[src/rtl/display_pkg.sv]
// Shared VGA 640x480@60 timing constants, glyph geometry and the glyph bit-index helper.
package display_pkg;

  localparam int unsigned H_ACTIVE = 640;
  localparam int unsigned H_FP     = 16;
  localparam int unsigned H_SYNC   = 96;
  localparam int unsigned H_BP     = 48;
  localparam int unsigned V_ACTIVE = 480;
  localparam int unsigned V_FP     = 10;
  localparam int unsigned V_SYNC   = 2;
  localparam int unsigned V_BP     = 33;

  localparam int unsigned CNT_W      = 10;
  localparam int unsigned GLYPH_W    = 3;
  localparam int unsigned GLYPH_H    = 5;
  localparam int unsigned GLYPH_BITS = GLYPH_W * GLYPH_H;
  localparam int unsigned BOX_COLS   = 7;

  typedef struct packed {
    logic pixel;
    logic de;
    logic hsync_n;
    logic vsync_n;
  } scan_t;

  localparam scan_t SCAN_RST = '{pixel: 1'b0, de: 1'b0, hsync_n: 1'b1, vsync_n: 1'b1};

  // Row-major, MSB = top-left: bit = 14 - (3*cy + gx).
  function automatic logic [3:0] glyph_bit_idx(input logic [2:0] cy, input logic [2:0] gx);
    logic [4:0] lin;
    lin = 5'(cy) * 5'd3 + 5'(gx);
    return 4'(5'd14 - lin);
  endfunction

endpackage

[src/rtl/vga_timing.sv]
// Horizontal/vertical counters with sync/active decode and frame-position strobes, gated by pix_en.
module vga_timing
  import display_pkg::*;
#(
  parameter int unsigned HActive = H_ACTIVE,
  parameter int unsigned HFp     = H_FP,
  parameter int unsigned HSync   = H_SYNC,
  parameter int unsigned HBp     = H_BP,
  parameter int unsigned VActive = V_ACTIVE,
  parameter int unsigned VFp     = V_FP,
  parameter int unsigned VSync   = V_SYNC,
  parameter int unsigned VBp     = V_BP
) (
  input  logic             clk_i,
  input  logic             rst_ni,
  input  logic             pix_en_i,
  output logic [CNT_W-1:0] h_o,
  output logic [CNT_W-1:0] v_o,
  output logic             active_o,
  output logic             hsync_n_o,
  output logic             vsync_n_o,
  output logic             line_end_o,
  output logic             frame_origin_o,
  output logic             shadow_load_o
);

  localparam int unsigned HTotal = HActive + HFp + HSync + HBp;
  localparam int unsigned VTotal = VActive + VFp + VSync + VBp;

  if (HTotal > (1 << CNT_W) || VTotal > (1 << CNT_W)) begin : g_bad_total
    $error("vga_timing: line or frame length exceeds counter width");
  end

  localparam logic [CNT_W-1:0] HLast      = CNT_W'(HTotal - 1);
  localparam logic [CNT_W-1:0] VLast      = CNT_W'(VTotal - 1);
  localparam logic [CNT_W-1:0] HAct       = CNT_W'(HActive);
  localparam logic [CNT_W-1:0] VAct       = CNT_W'(VActive);
  localparam logic [CNT_W-1:0] HSyncStart = CNT_W'(HActive + HFp);
  localparam logic [CNT_W-1:0] HSyncEnd   = CNT_W'(HActive + HFp + HSync);
  localparam logic [CNT_W-1:0] VSyncStart = CNT_W'(VActive + VFp);
  localparam logic [CNT_W-1:0] VSyncEnd   = CNT_W'(VActive + VFp + VSync);

  logic [CNT_W-1:0] h_q, h_d, v_q, v_d;

  always_comb begin
    h_d = h_q;
    v_d = v_q;
    if (pix_en_i) begin
      if (h_q == HLast) begin
        h_d = '0;
        v_d = (v_q == VLast) ? '0 : v_q + 1'b1;
      end else begin
        h_d = h_q + 1'b1;
      end
    end
  end

  always_ff @(posedge clk_i or negedge rst_ni) begin
    if (!rst_ni) begin
      h_q <= '0;
      v_q <= '0;
    end else begin
      h_q <= h_d;
      v_q <= v_d;
    end
  end

  assign h_o            = h_q;
  assign v_o            = v_q;
  assign active_o       = (h_q < HAct) && (v_q < VAct);
  assign hsync_n_o      = !((h_q >= HSyncStart) && (h_q < HSyncEnd));
  assign vsync_n_o      = !((v_q >= VSyncStart) && (v_q < VSyncEnd));
  assign line_end_o     = pix_en_i && (h_q == HLast);
  assign frame_origin_o = pix_en_i && (h_q == '0) && (v_q == '0);
  assign shadow_load_o  = pix_en_i && (h_q == '0) && (v_q == VAct);

endmodule

[src/rtl/glyph_scanout.sv]
// Scans a two-glyph 3x5 bitmap out as a 1-bit VGA stream with a frame-coherent shadow copy.
// Optional outline around the text box when GLYPH_SCANOUT_BORDER_EN is defined.
module glyph_scanout
  import display_pkg::*;
#(
  parameter int unsigned HActive = H_ACTIVE,
  parameter int unsigned HFp     = H_FP,
  parameter int unsigned HSync   = H_SYNC,
  parameter int unsigned HBp     = H_BP,
  parameter int unsigned VActive = V_ACTIVE,
  parameter int unsigned VFp     = V_FP,
  parameter int unsigned VSync   = V_SYNC,
  parameter int unsigned VBp     = V_BP,
  parameter int unsigned Scale   = 16,
  parameter int unsigned X0      = 264,
  parameter int unsigned Y0      = 200
) (
  input  logic                    clk_i,
  input  logic                    rst_ni,
  input  logic                    pix_en_i,
  input  logic [2*GLYPH_BITS-1:0] framebuffer_i,
  output logic                    pixel_o,
  output logic                    de_o,
  output logic                    hsync_o,
  output logic                    vsync_o,
  output logic                    frame_start_o
);

  if (X0 < 1 || Y0 < 1 || Scale < 1) begin : g_bad_origin
    $error("glyph_scanout: X0, Y0 and Scale must be at least 1");
  end
  if (X0 + BOX_COLS * Scale > HActive) begin : g_bad_x
    $error("glyph_scanout: text box exceeds active width");
  end
  if (Y0 + GLYPH_H * Scale > VActive) begin : g_bad_y
    $error("glyph_scanout: text box exceeds active height");
  end

  localparam int unsigned      SubW      = (Scale > 1) ? $clog2(Scale) : 1;
  localparam logic [SubW-1:0]  ScaleLast = SubW'(Scale - 1);
  localparam logic [CNT_W-1:0] XSeed     = CNT_W'(X0 - 1);
  localparam logic [CNT_W-1:0] YSeed     = CNT_W'(Y0 - 1);

  logic [CNT_W-1:0] h, v;
  logic active, hsync_n, vsync_n, line_end, frame_origin, shadow_load;

  vga_timing #(
    .HActive(HActive), .HFp(HFp), .HSync(HSync), .HBp(HBp),
    .VActive(VActive), .VFp(VFp), .VSync(VSync), .VBp(VBp)
  ) u_timing (
    .clk_i         (clk_i),
    .rst_ni        (rst_ni),
    .pix_en_i      (pix_en_i),
    .h_o           (h),
    .v_o           (v),
    .active_o      (active),
    .hsync_n_o     (hsync_n),
    .vsync_n_o     (vsync_n),
    .line_end_o    (line_end),
    .frame_origin_o(frame_origin),
    .shadow_load_o (shadow_load)
  );

  logic [2*GLYPH_BITS-1:0] shadow_q, shadow_d;
  logic                    in_x_q, in_x_d, in_y_q, in_y_d;
  logic [2:0]              cx_q, cx_d, cy_q, cy_d;
  logic [SubW-1:0]         sx_q, sx_d, sy_q, sy_d;

  // Cell trackers are seeded one position early so they line up with h/v on entry to the box.
  always_comb begin
    shadow_d = shadow_load ? framebuffer_i : shadow_q;
    in_x_d   = in_x_q;
    cx_d     = cx_q;
    sx_d     = sx_q;
    in_y_d   = in_y_q;
    cy_d     = cy_q;
    sy_d     = sy_q;
    if (pix_en_i) begin
      if (h == XSeed) begin
        in_x_d = 1'b1;
        cx_d   = '0;
        sx_d   = '0;
      end else if (in_x_q) begin
        if (sx_q == ScaleLast) begin
          sx_d = '0;
          if (cx_q == 3'(BOX_COLS - 1)) in_x_d = 1'b0;
          else                          cx_d   = cx_q + 1'b1;
        end else begin
          sx_d = sx_q + 1'b1;
        end
      end
    end
    if (line_end) begin
      if (v == YSeed) begin
        in_y_d = 1'b1;
        cy_d   = '0;
        sy_d   = '0;
      end else if (in_y_q) begin
        if (sy_q == ScaleLast) begin
          sy_d = '0;
          if (cy_q == 3'(GLYPH_H - 1)) in_y_d = 1'b0;
          else                         cy_d   = cy_q + 1'b1;
        end else begin
          sy_d = sy_q + 1'b1;
        end
      end
    end
  end

  logic [GLYPH_BITS-1:0] left_glyph, right_glyph;
  logic [2:0]            gx;
  logic [3:0]            bit_idx;
  logic                  glyph_bit;
  logic                  border;

  assign left_glyph  = shadow_q[2*GLYPH_BITS-1:GLYPH_BITS];
  assign right_glyph = shadow_q[GLYPH_BITS-1:0];

  always_comb begin
    gx        = '0;
    glyph_bit = 1'b0;
    if (cx_q < 3'(GLYPH_W))      gx = cx_q;
    else if (cx_q > 3'(GLYPH_W)) gx = cx_q - 3'(GLYPH_W + 1);
    bit_idx = glyph_bit_idx(cy_q, gx);
    if (cx_q < 3'(GLYPH_W))      glyph_bit = left_glyph[bit_idx];
    else if (cx_q > 3'(GLYPH_W)) glyph_bit = right_glyph[bit_idx];
  end

`ifdef GLYPH_SCANOUT_BORDER_EN
  localparam logic [CNT_W-1:0] BxL = CNT_W'(X0 - 1);
  localparam logic [CNT_W-1:0] BxR = CNT_W'(X0 + BOX_COLS * Scale);
  localparam logic [CNT_W-1:0] ByT = CNT_W'(Y0 - 1);
  localparam logic [CNT_W-1:0] ByB = CNT_W'(Y0 + GLYPH_H * Scale);

  assign border = (((h == BxL) || (h == BxR)) && (v >= ByT) && (v <= ByB)) ||
                  (((v == ByT) || (v == ByB)) && (h >= BxL) && (h <= BxR));
`else
  assign border = 1'b0;
`endif

  // Two-stage output pipeline; syncs share the pixel delay so all outputs stay aligned.
  scan_t s1_q, s1_d, s2_q, s2_d;
  logic  fs1_q, fs1_d, fs_q, fs_d;

  always_comb begin
    s1_d  = s1_q;
    s2_d  = s2_q;
    fs1_d = fs1_q;
    if (pix_en_i) begin
      s1_d.pixel   = active && ((in_x_q && in_y_q && glyph_bit) || border);
      s1_d.de      = active;
      s1_d.hsync_n = hsync_n;
      s1_d.vsync_n = vsync_n;
      fs1_d        = frame_origin;
      s2_d         = s1_q;
    end
    // Single-clock pulse even when the following cycles are disabled.
    fs_d = pix_en_i && fs1_q;
  end

  always_ff @(posedge clk_i or negedge rst_ni) begin
    if (!rst_ni) begin
      shadow_q <= '0;
      in_x_q   <= 1'b0;
      cx_q     <= '0;
      sx_q     <= '0;
      in_y_q   <= 1'b0;
      cy_q     <= '0;
      sy_q     <= '0;
      s1_q     <= SCAN_RST;
      s2_q     <= SCAN_RST;
      fs1_q    <= 1'b0;
      fs_q     <= 1'b0;
    end else begin
      shadow_q <= shadow_d;
      in_x_q   <= in_x_d;
      cx_q     <= cx_d;
      sx_q     <= sx_d;
      in_y_q   <= in_y_d;
      cy_q     <= cy_d;
      sy_q     <= sy_d;
      s1_q     <= s1_d;
      s2_q     <= s2_d;
      fs1_q    <= fs1_d;
      fs_q     <= fs_d;
    end
  end

  assign pixel_o       = s2_q.pixel;
  assign de_o          = s2_q.de;
  assign hsync_o       = s2_q.hsync_n;
  assign vsync_o       = s2_q.vsync_n;
  assign frame_start_o = fs_q;

endmodule

[config.mk]
export PLATFORM = sky130hd
export DESIGN_NAME = glyph_scanout
export DESIGN_NICKNAME = d
export VERILOG_FILES = /design/src/rtl/display_pkg.sv /design/src/rtl/vga_timing.sv /design/src/rtl/glyph_scanout.sv
export SDC_FILE = /design/constraint.sdc
export NUM_CORES = 1
export LEC_CHECK = 0
export BUFFER_PORTS_ARGS = -buffer_cell sky130_fd_sc_hd__buf_2
export CORE_UTILIZATION = 56
export CTS_BUF_LIST = sky130_fd_sc_hd__clkbuf_4 sky130_fd_sc_hd__clkbuf_8
export CTS_CLUSTER_SIZE = 12
export DETAILED_ROUTE_END_ITERATION = 8
export GPL_TIMING_DRIVEN = 0
export PLACE_DENSITY = 0.79
export SLEW_MARGIN = 25
export SYNTH_ARGS = -nofsm -noshare
export SYNTH_HDL_FRONTEND = slang
export SYNTH_SLANG_ARGS = --single-unit
[constraint.sdc]
create_clock -name clk_i -period 3.5 [get_ports clk_i]
set_clock_uncertainty 0.2 [all_clocks]
set_input_delay 0.7 -clock clk_i [delete_from_list [all_inputs] [get_ports clk_i]]
set_output_delay 0.7 -clock clk_i [all_outputs]
set_load 0.05 [all_outputs]
==> impl_metrics.env <==
export IMPL_cts_buffers=9
export IMPL_crit_path_cell_trace="ha_4 -> ha_4 -> nand2b_4 -> and2_4 -> ha_4 -> inv_4 -> fa_1 -> buf_6 -> buf_8 -> buf_4 -> mux2i_1 -> mux4_2 -> mux2i_1 -> and4_1 -> a221o_1"
export IMPL_clkLatencyLatePin_ns=0.34
export IMPL_io_pins=38
export IMPL_cp_startpoint="cx_q[0]"
export IMPL_cp_top_family="adder cells"
export IMPL_yosys_area_top_type="dfrtp_1"
export IMPL_drc_errors=0
export IMPL_power_leakage_nw=2.21
export IMPL_antenna_found_initial=0
export IMPL_worstSetupPathType="flop to flop"
export IMPL_required_ns=3.57
export IMPL_path_common_cell="ha_4"
export IMPL_h_tree_depth=3
export IMPL_area_growth_synth_to_final_pct=17.7
export IMPL_max_freq_mhz=286
export IMPL_violations="setup timing"
export IMPL_overflow=0
export IMPL_final_area_um2=4760
export IMPL_status="finished with violations"
export IMPL_clk_path_buf_depth=2
export IMPL_cts_hold_buf=0
export IMPL_wl_mm=8.09
export IMPL_synth_seq_area_share_pct=47.2
export IMPL_finalHoldViolCount=0
export IMPL_path_buf_inv=4
export IMPL_finalWorstSetupSlack_ns=-0.00178
export IMPL_yosysUniqueCellTypes=57
export IMPL_yosysTopAreaCellShare_pct=44.6
export IMPL_rsz0062_at_grt="true"
export IMPL_r2r_end="s1_q[3]"
export IMPL_die_width_um=86.9
export IMPL_hpwlAfterDp_mm=5.64
export IMPL_async_flop_share_pct=100
export IMPL_crit_arrival_ns=3.57
export IMPL_power_density_nw_per_um2=396
export IMPL_syn_nets=403
export IMPL_grt_max_degree=52
export IMPL_gp_congestion=0.838
export IMPL_path_clk_slew_ns=0.08
export IMPL_row_count=30
export IMPL_end_kind="flop"
export IMPL_slowest_delay_ns=0.48
export IMPL_slowest_stage="fa_1"
export IMPL_synth_warnings=0
export IMPL_fp_dieArea_um2=7560
export IMPL_finalPower_mw=1.89
export IMPL_ys_seq_elements=76
export IMPL_cts_tree="done"
export IMPL_port_buffers=36
export IMPL_syn_avg_cell_area_um2=11.4
export IMPL_dpl_cell_area_um2=4380
export IMPL_cp_endpoint="s1_q[3]"
export IMPL_ys_top_cells_by_count="dfrtp_1 (72), mux2_2 (33), nand2_1 (25), o21ai_0 (23), nor2_1 (17)"
export IMPL_reg2reg_depth=15
export IMPL_max_cap_violations=0
export IMPL_drive_gt1_share_pct=34.2
export IMPL_grt_usage_pct=23.3
export IMPL_nets=460
export IMPL_syn_area_um2=4040
export IMPL_rrSetupSlack_ns=-0.002
export IMPL_crit_fanout=7
export IMPL_num_vias=2949
export IMPL_viasPerCell=5.77
export IMPL_core_um2=6870
export IMPL_die_h_um=86.9
export IMPL_grt_pass1_wl_mm=13.6
export IMPL_setup_violations=1
export IMPL_drt_pass1_iter_count=4
export IMPL_period_share_pct=100
export IMPL_root_buffer="clkbuf_8"
export IMPL_r2r_start="cx_q[0]"
export IMPL_first_global_vias=2908
export IMPL_slew_limit_headroom_pct=65.3
export IMPL_slew_violations=0
export IMPL_synthTopCellsByArea="dfrtp_1 (45%), mux2_2 (9.2%), ha_1 (4.3%), mux4_2 (3.3%), o21ai_0 (2.8%)"
export IMPL_peakVddDrop_v=0.000197
export IMPL_hp_class="input port to asynchronous set/reset pin"
export IMPL_synth_flop_cell="dfrtp_1"
export IMPL_antennaDiodeCount=0
export IMPL_tightestPinTransition_ns=0.520
export IMPL_yosysMostFrequentCell="dfrtp_1"
export IMPL_startpoint_type="flop"
export IMPL_drtIter0Drc=170
export IMPL_ant_nets=0
export IMPL_synth_edff_count=0
export IMPL_cts_sinks=76
export IMPL_fin_crit_ns=3.50
export IMPL_worst_path_stages=15
export IMPL_start_util_pct=58.8
export IMPL_wl_per_cell_um=15.8
export IMPL_syn_inst=353
stage by stage:
stage               hold WS [ns]  utilization, %  setup TNS [ns]  cells  setup WS [ns]
floorplan                  0.204               -               0    353         0.0368
global placement           0.264            63.4          -0.252    485         -0.252
detailed placement         0.273            63.8          -0.271    486         -0.271
CTS                       0.0686            68.3               0    506        0.00882
global route              0.0808            69.3         -0.0956    511        -0.0956
finish                    0.0619            69.3        -0.00178    511       -0.00178
power by group:
| group | switching [mW] | internal (mW) |
|---|---|---|
| sequential | 0.0417 | 0.921 |
| clock | 0.304 | 0.426 |
| combinational | 0.117 | 0.0761 |
| total | 0.463 | 1.42 |
placed cells by master (no fill, tap or decap), drive strengths merged, types with 3 or more instances in the layout:
cell / n
fa: 3
buf: 57
mux4: 6
clkbuf: 20
nand3: 9
nor2: 18
nand3b: 3
dfrtp: 72
or3: 3
a22o: 5
and3: 9
o31ai: 4
ha: 14
nor3: 5
nor4: 6
a21oi: 10
xnor2: 7
nand2b: 4
nor2b: 3
dfstp: 4
nand4: 9
and4: 4
inv: 15
nand2: 25
xor2: 6
mux2: 34
mux2i: 9
o21ai: 25
per-layer routing:
layer	GRT usage [%]	up-vias	routed length, µm
li1	-	1392	-
met1	31.2	1463	3660
met2	39.6	85	3990
met3	4.27	9	349
met4	5.30	0	96
met5	0	-	0
how the worst min path moves through the flow:
stage,start,end,cells past startpoint
2_1_floorplan,rst_ni,cx_q[0],0
3_3_place_gp,sy_q[3],sy_q[3],1
3_5_place_dp,sy_q[3],sy_q[3],1
4_1_cts,rst_ni,shadow_q[17],1
5_1_grt,rst_ni,shadow_q[17],1
6_report,rst_ni,shadow_q[17],1
kinds of logic after synthesis:
family | Yosys count | share of synthesized area [%]
buffers and inverters | 34 | 4.58
muxes | 49 | 15.1
DFF | 76 | 47.2
and+or+nand+nor | 105 | 15.1
xor gates and xnor gates | 13 | 3.00
AOI/OAI and AO/OA | 59 | 9.26
adders and majority gates | 17 | 5.82
area by class of cell:
cell class | count | area (µm²)
plain buffers | 19 | 129
clock buffers | 12 | 146
clock inverters | 4 | 73.8
fillers | 495 | 2110
inverters | 15 | 58.8
multi-input cells | 243 | 2030
flip-flops and latches | 76 | 1910
well taps | 96 | 120
repair buffers | 46 | 285
worst reg2reg max path: stages, from the launching register on:
cell and delay, ns:
dfrtp_2 0.47, ha_4 0.17, ha_4 0.15, nand2b_4 0.05, and2_4 0.16, ha_4 0.28
inv_4 0.04, fa_1 0.48, buf_6 0.16, buf_8 0.13, buf_4 0.13, mux2i_1 0.11
mux4_2 0.47, mux2i_1 0.15, and4_1 0.19, a221o_1 0.10
state kept, by name (all words and copies together) (netlist names), 3 cells and up:
signal,cells
cy_q,3
u_timing.v_o,10
sx_q,4
shadow_q,30
cx_q,3
s1_q,4
u_timing.h_o,10
sy_q,4
repair_timing:
| action | CTS | global route |
|---|---|---|
| pin swaps | 5 | 8 |
| endpoints found under the setup margin | 1 | 1 |
| resized for setup | 17 | 4 |
| buffers inserted | 4 | 5 |
(Power assumes the default switching activity.)
